### src/rtl/apb_master_ctrl_if.sv
// Request/response port plus APB3 fabric signals of apb_master_ctrl.
// The master modport is the controller's view; slave is the fabric side.
interface apb_master_ctrl_if #(
  parameter int DATA_W = 8,
  parameter int ADDR_W = 5,
  parameter int SLAVES = 2
);
  logic                     req_valid;
  logic                     req_ready;
  logic                     req_write;
  logic [ADDR_W-1:0]        req_addr;
  logic [DATA_W-1:0]        req_wdata;
  logic                     rsp_valid;
  logic [DATA_W-1:0]        rsp_rdata;
  logic                     rsp_error;
  logic                     rsp_timeout;
  logic [SLAVES-1:0]        psel;
  logic                     penable;
  logic                     pwrite;
  logic [ADDR_W-1:0]        paddr;
  logic [DATA_W-1:0]        pwdata;
  logic [SLAVES*DATA_W-1:0] prdata;
  logic [SLAVES-1:0]        pready;
  logic [SLAVES-1:0]        pslverr;

  modport master (
    input  req_valid, req_write, req_addr, req_wdata,
    input  prdata, pready, pslverr,
    output req_ready, rsp_valid, rsp_rdata,
    output rsp_error, rsp_timeout,
    output psel, penable, pwrite, paddr, pwdata
  );

  modport slave (
    output req_valid, req_write, req_addr, req_wdata,
    output prdata, pready, pslverr,
    input  req_ready, rsp_valid, rsp_rdata,
    input  rsp_error, rsp_timeout,
    input  psel, penable, pwrite, paddr, pwdata
  );
endinterface

### src/rtl/apb_master_ctrl.sv
// APB3 master: valid/ready requests to SETUP/ACCESS transfers on one of
// SLAVES peripherals, with address decode, PSLVERR and wait-state timeout.
module apb_master_ctrl #(
  parameter int DATA_W  = 8,
  parameter int ADDR_W  = 5,
  parameter int SLAVES  = 2,
  parameter int TIMEOUT = 16
) (
  input  logic                clock,
  input  logic                reset,
  apb_master_ctrl_if.master   bus
);
  localparam int SEL_W = (SLAVES > 1) ? $clog2(SLAVES) : 1;
  localparam int CNT_W = (TIMEOUT > 1) ? $clog2(TIMEOUT) : 1;
  localparam logic [CNT_W-1:0] CNT_LAST =
    CNT_W'((TIMEOUT > 0) ? TIMEOUT - 1 : 0);

  typedef enum logic [1:0] {
    IDLE   = 2'd0,
    SETUP  = 2'd1,
    ACCESS = 2'd2
  } state_t;

  state_t             state_q, state_d;
  logic [SLAVES-1:0]  psel_q, psel_d;
  logic               penable_q, penable_d;
  logic               pwrite_q, pwrite_d;
  logic [ADDR_W-1:0]  paddr_q, paddr_d;
  logic [DATA_W-1:0]  pwdata_q, pwdata_d;
  logic [CNT_W-1:0]   cnt_q, cnt_d;
  logic               rsp_valid_q, rsp_valid_d;
  logic [DATA_W-1:0]  rsp_rdata_q, rsp_rdata_d;
  logic               rsp_error_q, rsp_error_d;
  logic               rsp_timeout_q, rsp_timeout_d;

  logic [SEL_W-1:0]   req_idx;
  logic               dec_err;
  logic [SLAVES-1:0]  req_sel;
  logic               sel_ready;
  logic               sel_err;
  logic [DATA_W-1:0]  sel_rdata;

  assign req_idx = bus.req_addr[ADDR_W-1 -: SEL_W];
  assign dec_err = int'(req_idx) >= SLAVES;
  assign req_sel = SLAVES'(1) << req_idx;

  // The one-hot psel register doubles as the slave mux select.
  assign sel_ready = |(bus.pready & psel_q);
  assign sel_err   = |(bus.pslverr & psel_q);

  always_comb begin
    sel_rdata = '0;
    for (int i = 0; i < SLAVES; i++) begin
      if (psel_q[i]) begin
        sel_rdata |= bus.prdata[i*DATA_W +: DATA_W];
      end
    end
  end

  always_comb begin
    state_d       = state_q;
    psel_d        = psel_q;
    penable_d     = penable_q;
    pwrite_d      = pwrite_q;
    paddr_d       = paddr_q;
    pwdata_d      = pwdata_q;
    cnt_d         = cnt_q;
    rsp_valid_d   = 1'b0;
    rsp_rdata_d   = '0;
    rsp_error_d   = 1'b0;
    rsp_timeout_d = 1'b0;
    unique case (state_q)
      IDLE: begin
        if (bus.req_valid && dec_err) begin
          rsp_valid_d = 1'b1;
          rsp_error_d = 1'b1;
        end else if (bus.req_valid) begin
          state_d   = SETUP;
          psel_d    = req_sel;
          penable_d = 1'b0;
          pwrite_d  = bus.req_write;
          paddr_d   = bus.req_addr;
          pwdata_d  = bus.req_write ? bus.req_wdata : '0;
        end
      end
      SETUP: begin
        state_d   = ACCESS;
        penable_d = 1'b1;
        cnt_d     = '0;
      end
      ACCESS: begin
        if (sel_ready) begin
          state_d     = IDLE;
          psel_d      = '0;
          penable_d   = 1'b0;
          rsp_valid_d = 1'b1;
          rsp_error_d = sel_err;
          if (!pwrite_q && !sel_err) begin
            rsp_rdata_d = sel_rdata;
          end
        end else if (TIMEOUT != 0 && cnt_q == CNT_LAST) begin
          state_d       = IDLE;
          psel_d        = '0;
          penable_d     = 1'b0;
          rsp_valid_d   = 1'b1;
          rsp_error_d   = 1'b1;
          rsp_timeout_d = 1'b1;
        end else begin
          cnt_d = cnt_q + CNT_W'(1);
        end
      end
      default: state_d = IDLE;
    endcase
  end

  always_ff @(posedge clock or posedge reset) begin
    if (reset) begin
      state_q       <= IDLE;
      psel_q        <= '0;
      penable_q     <= 1'b0;
      pwrite_q      <= 1'b0;
      paddr_q       <= '0;
      pwdata_q      <= '0;
      cnt_q         <= '0;
      rsp_valid_q   <= 1'b0;
      rsp_rdata_q   <= '0;
      rsp_error_q   <= 1'b0;
      rsp_timeout_q <= 1'b0;
    end else begin
      state_q       <= state_d;
      psel_q        <= psel_d;
      penable_q     <= penable_d;
      pwrite_q      <= pwrite_d;
      paddr_q       <= paddr_d;
      pwdata_q      <= pwdata_d;
      cnt_q         <= cnt_d;
      rsp_valid_q   <= rsp_valid_d;
      rsp_rdata_q   <= rsp_rdata_d;
      rsp_error_q   <= rsp_error_d;
      rsp_timeout_q <= rsp_timeout_d;
    end
  end

  assign bus.req_ready   = (state_q == IDLE);
  assign bus.psel        = psel_q;
  assign bus.penable     = penable_q;
  assign bus.pwrite      = pwrite_q;
  assign bus.paddr       = paddr_q;
  assign bus.pwdata      = pwdata_q;
  assign bus.rsp_valid   = rsp_valid_q;
  assign bus.rsp_rdata   = rsp_rdata_q;
  assign bus.rsp_error   = rsp_error_q;
  assign bus.rsp_timeout = rsp_timeout_q;
endmodule
### src/flat_wrapper.sv
// flat-port wrapper written by rule: the top's interface ports become plain ports
module apb_master_ctrl_flat 
#(
  parameter int DATA_W  = 8,
  parameter int ADDR_W  = 5,
  parameter int SLAVES  = 2,
  parameter int TIMEOUT = 16
)
  (clock, reset, bus_req_valid, bus_req_write, bus_req_addr, bus_req_wdata, bus_prdata, bus_pready, bus_pslverr, bus_req_ready, bus_rsp_valid, bus_rsp_rdata, bus_rsp_error, bus_rsp_timeout, bus_psel, bus_penable, bus_pwrite, bus_paddr, bus_pwdata);
  apb_master_ctrl_if #(.DATA_W(DATA_W), .ADDR_W(ADDR_W), .SLAVES(SLAVES)) bus_i ();
  input  logic clock;
  input  logic reset;
  input wire logic [$bits(bus_i.req_valid)-1:0] bus_req_valid;
  input wire logic [$bits(bus_i.req_write)-1:0] bus_req_write;
  input wire logic [$bits(bus_i.req_addr)-1:0] bus_req_addr;
  input wire logic [$bits(bus_i.req_wdata)-1:0] bus_req_wdata;
  input wire logic [$bits(bus_i.prdata)-1:0] bus_prdata;
  input wire logic [$bits(bus_i.pready)-1:0] bus_pready;
  input wire logic [$bits(bus_i.pslverr)-1:0] bus_pslverr;
  output wire logic [$bits(bus_i.req_ready)-1:0] bus_req_ready;
  output wire logic [$bits(bus_i.rsp_valid)-1:0] bus_rsp_valid;
  output wire logic [$bits(bus_i.rsp_rdata)-1:0] bus_rsp_rdata;
  output wire logic [$bits(bus_i.rsp_error)-1:0] bus_rsp_error;
  output wire logic [$bits(bus_i.rsp_timeout)-1:0] bus_rsp_timeout;
  output wire logic [$bits(bus_i.psel)-1:0] bus_psel;
  output wire logic [$bits(bus_i.penable)-1:0] bus_penable;
  output wire logic [$bits(bus_i.pwrite)-1:0] bus_pwrite;
  output wire logic [$bits(bus_i.paddr)-1:0] bus_paddr;
  output wire logic [$bits(bus_i.pwdata)-1:0] bus_pwdata;
  assign bus_i.req_valid = bus_req_valid;
  assign bus_i.req_write = bus_req_write;
  assign bus_i.req_addr = bus_req_addr;
  assign bus_i.req_wdata = bus_req_wdata;
  assign bus_i.prdata = bus_prdata;
  assign bus_i.pready = bus_pready;
  assign bus_i.pslverr = bus_pslverr;
  assign bus_req_ready = bus_i.req_ready;
  assign bus_rsp_valid = bus_i.rsp_valid;
  assign bus_rsp_rdata = bus_i.rsp_rdata;
  assign bus_rsp_error = bus_i.rsp_error;
  assign bus_rsp_timeout = bus_i.rsp_timeout;
  assign bus_psel = bus_i.psel;
  assign bus_penable = bus_i.penable;
  assign bus_pwrite = bus_i.pwrite;
  assign bus_paddr = bus_i.paddr;
  assign bus_pwdata = bus_i.pwdata;
  apb_master_ctrl #(.DATA_W(DATA_W), .ADDR_W(ADDR_W), .SLAVES(SLAVES), .TIMEOUT(TIMEOUT)) u_core (.clock(clock), .reset(reset), .bus(bus_i));
endmodule
### config.mk
export PLATFORM = sky130hd
export DESIGN_NAME = apb_master_ctrl_flat
export DESIGN_NICKNAME = d
export VERILOG_FILES = /design/src/rtl/apb_master_ctrl_if.sv /design/src/rtl/apb_master_ctrl.sv /design/src/flat_wrapper.sv
export SDC_FILE = /design/constraint.sdc
export NUM_CORES = 1
export LEC_CHECK = 0
export CORE_UTILIZATION = 30
export CTS_CLUSTER_DIAMETER = 200
export CTS_CLUSTER_SIZE = 25
export DETAILED_ROUTE_END_ITERATION = 12
export PLACE_DENSITY = 0.67
export SYNTH_ARGS = -nofsm -noshare
export SYNTH_HDL_FRONTEND = slang
export SYNTH_SLANG_ARGS = --single-unit
### constraint.sdc
create_clock -name clock -period 3.75 [get_ports clock]
set_input_delay 0.9375 -clock clock [delete_from_list [all_inputs] [get_ports clock]]
set_output_delay 0.9375 -clock clock [all_outputs]
set_load 0.1 [all_outputs]
==> out/qor.yml, run 1 <==
cts_sinks: 34
startpoint_type: "flip-flop"
cts_hold_repair.buffers: 0
start_util_pct: 31.8
power_density_mw_per_mm2: 943
peakVddDrop_v: 0.000715
setup_viol: 0
dp_hpwl_microns: 2560
hold_viol_final: 0
crit_chain: "clkdlybuf4s50_1"
globalplace.congestion: 0.746
synth-main-ff-cell: "dfrtp_1"
rsz0062_at_grt: "false"
busiest_layer: "met2"
crit_end: "bus_pwrite"
relSlewSlack_pct: 34.1
syn_avg_cell_area_sq_um: 11.7
period_share_pct: 72.5
synth_cell_types: 40
finalNonFillerCells: 279
ys_seq_area_share_pct: 51.4
fp-row-count: 26
synth_area_sq_mm: 0.00166
crit_path_start: "u_core.bus.pwrite$_DFFE_PP0P_"
ios: 66
fin_setup_tns_ns: 0
first_pass_iters: 4
cp.required_ns: 2.81
critPathTopFamily: "buffers and inverters"
ys_ff_latch: 34
ctsResizeCount: 0
met1_usage_pct: 17.0
htreeDepth: 2
grt_overflow: 0
dpl_cell_area_sq_mm: 0.00235
pre_cts_slack_ns: 1.23
layout.nets: 251
portBuffers: 65
worstSetupPathDepth: 1
cts_setup_buffers: 0
report.final.slew_viol_count: 0
ys_warn_count: 0
synthCells: 142
grt.total_usage_pct: 13.6
cp.arrival_ns: 1.78
skew_ns: 0.00270
worstMarginPinSlew_ns: 0.986
r2r_cells: 5
grtUsageMet2_pct: 21.9
worst_slack_ns: 1.03
die_x_microns: 76.3
globalRouteMet3Util_pct: 4.43
synth_edf_count: 0
fmax_ghz: 0.368
drive_gt1_share_pct: 12.4
maxCapViolCount: 0
syn2layout_area_growth_pct: 47.4
fin_crit_ns: 2.72
antenna_cells: 0
endpoint_kind: "output port"
r2r_slack_ns: 1.88
reg2reg_to: "u_core.bus.psel[0]$_DFFE_PP0P_"
wl_microns: 3650
critical_path_class: "reg2out"
antenna_left: 0
core-area_sq_mm: 0.00520
numCtsBuffers: 5
static-leakage-power_nw: 1.05
antenna_found_initial: 0
hold_slack_ns: 0.478
dp_cells: 271
outcome: "finished, final reports clean"
post-route-util_pct: 46.9
final_cell_area_sq_mm: 0.00244
timing.rr.start: "u_core.state_q[0]$_DFFE_PP0P_"
min_path_type: "reg2reg"
crit_buf_inv: 1
grt_first_pass_wirelength_microns: 6350
crit_path_max_incr_delay_ns: 1.15
vias_per_cell: 4.67
tritoncts: "yes"
drc: 0
die_area_sq_mm: 0.00582
vias: 1302
cts-root-buf: "clkbuf_8"
clk_pin_slew_ns: 0.07
avgRoutedWirePerCell_microns: 13.1
die_h_microns: 76.3
critPathMaxFanout: 3
async_flop_share_pct: 100
cts_buffer_depth: 2
clk_latency_ns: 0.28
grt_pass1_vias: 1318
power_mw: 2.30
drtIter0Drc: 35
crit_slowest_cell: "clkdlybuf4s50_1"
synth_nets: 185
grt_max_degree: 35
[report_power, final]
part	leakage [nW]	switching [mW]	internal, mW
combinational	0.552	1.04	0.388
clock	0.0482	0.128	0.148
sequential	0.447	0.113	0.484
[how the worst min path moves through the flow]
stage | start | to | slack (ns) | depth (start not counted)
after floorplan | u_core.cnt_q[0]$_DFFE_PP0P_ | u_core.cnt_q[0]$_DFFE_PP0P_ | 0.48 | 1
after global placement | u_core.bus.paddr[4]$_DFFE_PP0P_ | u_core.bus.paddr[4]$_DFFE_PP0P_ | 0.46 | 2
after detailed placement | u_core.bus.paddr[4]$_DFFE_PP0P_ | u_core.bus.paddr[4]$_DFFE_PP0P_ | 0.47 | 2
after CTS | u_core.bus.paddr[4]$_DFFE_PP0P_ | u_core.bus.paddr[4]$_DFFE_PP0P_ | 0.48 | 2
after global routing | u_core.bus.pwdata[5]$_DFFE_PP0P_ | u_core.bus.pwdata[5]$_DFFE_PP0P_ | 0.50 | 2
final | u_core.bus.paddr[4]$_DFFE_PP0P_ | u_core.bus.paddr[4]$_DFFE_PP0P_ | 0.48 | 2
[sequential cells by signal, indices dropped and copies added, names as in the netlist]
| name | cells |
|---|---|
| u_core.bus.pwrite | 1 |
| u_core.bus.rsp_valid | 1 |
| u_core.bus.penable | 1 |
| u_core.bus.pwdata | 8 |
| u_core.bus.psel | 2 |
| u_core.bus.rsp_rdata | 8 |
| u_core.cnt_q | 4 |
| u_core.bus.rsp_error | 1 |
| u_core.state_q | 2 |
| u_core.bus.rsp_timeout | 1 |
| u_core.bus.paddr | 5 |
[synthesized netlist by cell type, types with 2 or more instances]
master    instances  area share (%)
and2_1            2            0.76
a31oi_4           2             2.6
nor4b_1           4             2.1
buf_6             2             1.4
mux2_4            2             1.8
nand3_1           3            0.91
nor4b_2           4             3.6
a31oi_1           2            0.76
buf_1             2            0.45
nand2_1          21             4.8
o211ai_1          2            0.91
mux2_2            3             2.0
ha_1              6             4.5
a22oi_1           8             3.6
mux2_1            3             2.0
dfrtp_1          34              51
or3_1             2            0.76
o21ai_0           8             2.4
inv_1             9             2.0
buf_2             2            0.60
and3_1            2            0.76
[layer usage]
metal	vias to the layer above	share of wire, %
met1	606	46
met5	-	0
li1	643	-
met2	46	45
met3	7	7.5
met4	0	1.4
[layout make-up]
type / count / area (sq um)
clock buffer: 7 / 86.3
inverter: 9 / 33.8
clock inverter: 1 / 5.00
multi-input combinational: 92 / 728
tap: 70 / 87.6
sequential: 34 / 851
timing repair buffer: 66 / 651
fill: 494 / 2760
[layout by cell type, fill, tap and decap left out, drive strengths merged]
cell,instances
clkdlybuf4s50,62
dfrtp,34
nand2,22
inv,9
o21ai,9
a22oi,9
nor4b,8
mux2,8
clkbuf,7
ha,6
buf,4
a31oi,4
nand3,3
or3,2
o211ai,2
and3,2
and2,2
nor2b,1
a22o,1
nor3,1
o41ai,1
a2bb2oi,1
a41oi,1
nand4,1
o31ai,1
a21oi,1
and3b,1
and2b,1
o21ba,1
a311oi,1
o21a,1
o22ai,1
clkinv,1
[logic make-up after synthesis]
kind of cell	count (synthesis)	share of synthesized area [%]
multiplexers	8	5.89
adder cells (fa/ha/maj)	6	4.53
buffers and inverters	16	4.68
flip-flops	34	51.4
AO/OA/AOI/OAI	34	17.1
AND/OR/NAND/NOR	44	16.5
No activity file was read; power rests on OpenSTA's default activity.
==> run 2: changes to the inputs <==
--- a/config.mk
+++ b/config.mk
@@ -9,7 +9,7 @@
 export CTS_CLUSTER_DIAMETER = 200
 export CTS_CLUSTER_SIZE = 25
 export DETAILED_ROUTE_END_ITERATION = 12
-export PLACE_DENSITY = 0.67
+export PLACE_DENSITY = 0.69
 export SYNTH_ARGS = -nofsm -noshare
 export SYNTH_HDL_FRONTEND = slang
 export SYNTH_SLANG_ARGS = --single-unit
==> constraint.sdc (replaced) <==
create_clock -name clock -period 2.5 [get_ports clock]
set_input_delay 0.625 -clock clock [delete_from_list [all_inputs] [get_ports clock]]
set_output_delay 0.625 -clock clock [all_outputs]
set_load 0.1 [all_outputs]
==> run 2 against run 1 <==
Against the previous run:
- critical path depth rose by 2
- die area did not move
- combinational power rose by 51%
- via count is 1.1% lower
- final cell count up 0.36%
- hold slack gained 0.0060 ns
- global-route usage shrank 0.64 points
- clock skew increased by 0.0030 ns
- highest routed layer unchanged
==> out/qor.yml, run 2 (synthesis gave the netlist of run 1 again) <==
report.final.slew_viol_count: 0
drc: 0
avgRoutedWirePerCell_microns: 12.8
skew_ns: 0.00565
cts_buffer_depth: 2
layout.nets: 252
layout_commonest_cell: "clkdlybuf4s50_1"
vias: 1288
die_area_sq_mm: 0.00582
fp-row-count: 26
grt_first_pass_wirelength_microns: 5870
vias_per_cell: 4.60
portBuffers: 65
antenna_found_initial: 0
seq_area_sq_um: 851
critPathMaxFanout: 6
setup_viol: 0
cp.arrival_ns: 1.36
core-area_sq_mm: 0.00520
cts_hold_repair.buffers: 0
globalplace.congestion: 0.764
relSlewSlack_pct: 54.5
ios: 66
cts-root-buf: "clkbuf_8"
worstMarginPinSlew_ns: 0.683
wl_microns: 3580
grt.total_usage_pct: 12.9
hold_slack_ns: 0.484
static-leakage-power_nw: 1.13
syn2layout_area_growth_pct: 49.0
start_util_pct: 31.8
cts_setup_buffers: 0
first_pass_iters: 4
clk_pin_slew_ns: 0.07
startpoint_type: "flip-flop"
dp_cells: 272
dp_hpwl_microns: 2620
endpoint_kind: "output port"
peakVddDrop_v: 0.000976
power_density_mw_per_mm2: 1490
period_share_pct: 79.6
clk_latency_ns: 0.28
cts_sinks: 34
power_mw: 3.68
die_h_microns: 76.3
multi_input_area_sq_um: 728
grt_max_degree: 35
tritoncts: "yes"
drive_gt1_share_pct: 25.7
post-route-util_pct: 47.4
maxCapViolCount: 0
ctsResizeCount: 0
grt_pass1_vias: 1259
die_x_microns: 76.3
htreeDepth: 2
fillerInstances: 493
drtIter0Drc: 61
fmax_ghz: 0.503
fin_setup_tns_ns: 0
fin_crit_ns: 1.99
layout_common_cells: "36 x clkdlybuf4s50_1, 34 x dfrtp_1, 28 x buf_4"
numCtsBuffers: 5
hold_viol_final: 0
grt_overflow: 0
antenna_left: 0
outcome: "finished, final reports clean"
finalNonFillerCells: 280
min_path_type: "reg2reg"
critical_path_class: "reg2out"
antenna_cells: 0
cp.required_ns: 1.88
rsz0062_at_grt: "false"
[run 2: path summary, 6_finish.rpt]
check / start / to / slack (ns) / cells past startpoint
hold / removal: u_core.bus.pwdata[6]$_DFFE_PP0P_ / u_core.bus.pwdata[6]$_DFFE_PP0P_ / 0.48 / 2
hold reg to reg: u_core.bus.pwdata[6]$_DFFE_PP0P_ / u_core.bus.pwdata[6]$_DFFE_PP0P_ / 0.48 / 2
min in group asynchronous: reset / u_core.bus.pwdata[7]$_DFFE_PP0P_ / 0.74 / 3
max in group asynchronous: reset / u_core.cnt_q[2]$_DFFE_PP0P_ / 1.45 / 3
setup reg to reg: u_core.bus.psel[0]$_DFFE_PP0P_ / u_core.bus.penable$_DFFE_PP0P_ / 0.72 / 3
setup / recovery: u_core.state_q[1]$_DFFE_PP0P_ / bus_req_ready / 0.51 / 3
[run 2: final cells by class]
cell class | count | area share [%]
tap | 70 | 3.55
multi-input combinational | 92 | 29.5
clock buffer | 5 | 2.79
inverter | 9 | 1.37
clock inverter | 3 | 2.79
timing repair buffer | 67 | 25.5
sequential | 34 | 34.5
[run 2: report_power, final]
group	internal, mW	leakage [nW]	switching [mW]
Sequential	0.726	0.447	0.187
Clock	0.399	0.0683	0.201
Combinational	0.600	0.611	1.56
Total	1.73	1.13	1.95
[run 2: per-layer routing]
layer  global-route usage, %  up-vias  share of wire, %
met4                    5.77        0               1.4
li1                        -      644                 -
met2                    19.5       42                44
met3                    3.71        5               6.3
met1                    17.2      597                48
met5                       0        -                 0
[run 2: critical path, cell delays in order, from the launching register on]
cell and delay (ns):
dfrtp_1 0.43, inv_1 0.12, ha_1 0.32, buf_12 0.22
[run 2: stage by stage]
stage               setup WS, ns  cell area, sq um
global route               0.389              2470
global placement           0.368              2330
floorplan                  0.235              1660
finish                     0.511              2470
CTS                        0.483              2470
detailed placement         0.342              2330
==> run 3: changes to the inputs <==
==> constraint.sdc (replaced) <==
create_clock -name clock -period 1.7 [get_ports clock]
set_input_delay 0.425 -clock clock [delete_from_list [all_inputs] [get_ports clock]]
set_output_delay 0.425 -clock clock [all_outputs]
set_load 0.1 [all_outputs]
==> run 3 against run 2 <==
Against the previous run:
- clock power increased by 4.5%
- non-clock buffer count increased by 8
- first-iteration DRC count decreased by 33%
- count of clock-buffer cells in the layout increased by 1
- largest power group unchanged
- wire length increased by 8.3%
- largest cell class is now buffers
- sequential cell count unchanged
- total power increased by 63%
- critical path depth increased by 1
- setup slack got worse by 0.44 ns
==> out/qor.yml, run 3 (synthesis gave the netlist of run 1 again) <==
rsz0062_at_grt: "false"
fmax_ghz: 0.614
wl_microns: 3880
relSlewSlack_pct: 73.3
static-leakage-power_nw: 1.24
seq_power_share_pct: 23.7
antenna_found_initial: 0
drc: 0
post-route-util_pct: 55.0
antenna_left: 0
core-area_sq_mm: 0.00520
crit_chain: "clkdlybuf4s50_1 > a22oi_4 > a311oi_2 > mux2_1"
syn2layout_area_growth_pct: 72.7
cts-root-buf: "clkbuf_8"
portBuffers: 65
critPathMaxFanout: 3
fp-row-count: 26
clk_latency_ns: 0.29
layout_commonest_cell: "clkdlybuf4s50_1"
die_h_microns: 76.3
grt_pass1_vias: 1383
cts_sinks: 34
start_util_pct: 31.8
hold_slack_ns: 0.489
htreeDepth: 2
maxCapViolCount: 0
fin_crit_ns: 1.63
grt_max_degree: 35
p_clk_share_pct: 10.5
peakVddDrop_v: 0.00143
p_sw_share_pct: 51.0
cp.required_ns: 1.87
endpoint_kind: "flip-flop"
grt_overflow: 0
skew_ns: 0.00353
vias_per_cell: 4.72
grt.total_usage_pct: 14.7
finalNonFillerCells: 288
grt_first_pass_wirelength_microns: 6790
dp_cells: 280
worstMarginPinSlew_ns: 0.401
cp.arrival_ns: 1.80
p_int_mw: 2.93
worst_slack_ns: 0.0703
clk_pin_slew_ns: 0.07
avgRoutedWirePerCell_microns: 13.5
die_x_microns: 76.3
period_share_pct: 95.9
drtIter0Drc: 41
globalplace.congestion: 0.819
crit_slowest_cell: "clkdlybuf4s50_1"
layout_common_cells: "36 x clkdlybuf4s50_1, 32 x dfrtp_1, 31 x buf_12"
setup_viol: 0
crit_path_max_incr_delay_ns: 0.59
ios: 66
drive_gt1_share_pct: 31.7
hold_viol_final: 0
comb_power_share_pct: 65.9
vias: 1358
first_pass_iters: 4
power.switching_mw: 3.05
dp_hpwl_microns: 2950
outcome: "finished, final reports clean"
cts_setup_buffers: 0
die_area_sq_mm: 0.00582
layout.nets: 260
tritoncts: "yes"
startpoint_type: "input port"
fillerInstances: 456
pre_cts_slack_ns: -0.230
power_mw: 5.98
min_path_type: "in2async"
power_density_mw_per_mm2: 2090
numCtsBuffers: 5
cts_buffer_depth: 2
critical_path_class: "in2reg"
antenna_cells: 0
report.final.slew_viol_count: 0
## run 3: power by group through the flow
stage / clock network [mW] / registers [mW] / logic, mW
3_3_place_gp: 0 / 1.42 / 3.90
6_report: 0.627 / 1.41 / 3.94
4_1_cts: 0.642 / 1.42 / 3.97
5_1_grt: 0.677 / 1.46 / 4.12
2_1_floorplan: 0 / 2.80 / 1.07
3_5_place_dp: 0 / 1.43 / 3.96
## run 3: cell type report
cell class	instances	area [sq um]	share of cell area [%]
Sequential cell	34	853	29.8
Tap cell	70	87.6	3.06
Multi-Input combinational cell	92	751	26.2
Inverter	9	33.8	1.18
Clock buffer	6	82.6	2.89
Timing Repair Buffer	75	1040	36.4
Clock inverter	2	12.5	0.437
## run 3: critical path: cells and delay by family
family | cells | cell delay (ns)
muxes | 1 | 0.35
AOI/OAI and AO/OA | 2 | 0.43
buffers and inverters | 1 | 0.59
## run 3: layer usage
metal  track usage [%]  vias up  part of all wire [%]
met3              4.91        5                   7.5
met2              22.9       45                    47
met1              19.1      648                    45
li1                  -      660                     -
met4              5.19        0                   1.2
met5                 0        -                     0
## run 3: worst paths after layout
| kind | slack (ns) | start | end | cells past startpoint |
|---|---|---|---|---|
| worst max-delay path | 0.07 | bus_pready[0] | u_core.bus.penable$_DFFE_PP0P_ | 4 |
| worst min-delay path | 0.49 | reset | u_core.bus.pwdata[6]$_DFFE_PP0P_ | 3 |
| worst max register to register | 0.08 | u_core.state_q[1]$_DFFE_PP0P_ | u_core.bus.penable$_DFFE_PP0P_ | 5 |
| worst min register to register | 0.54 | u_core.cnt_q[0]$_DFFE_PP0P_ | u_core.cnt_q[0]$_DFFE_PP0P_ | 1 |
| max in group asynchronous | 1.02 | reset | u_core.bus.psel[0]$_DFFE_PP0P_ | 3 |
| min in group clock | 0.54 | u_core.cnt_q[0]$_DFFE_PP0P_ | u_core.cnt_q[0]$_DFFE_PP0P_ | 1 |
## run 3: stage by stage
step                cell area, sq um  TNS (ns)
floorplan                       1670         0
global placement                2760    -0.973
detailed placement              2760     -1.36
CTS                             2850         0
global route                    2860         0
finish                          2860         0
## run 3: repair_timing
item / CTS / global route
setup endpoints to repair: 0 / 6
hold buffers: 0 / 0
gates resized for setup: 0 / 3
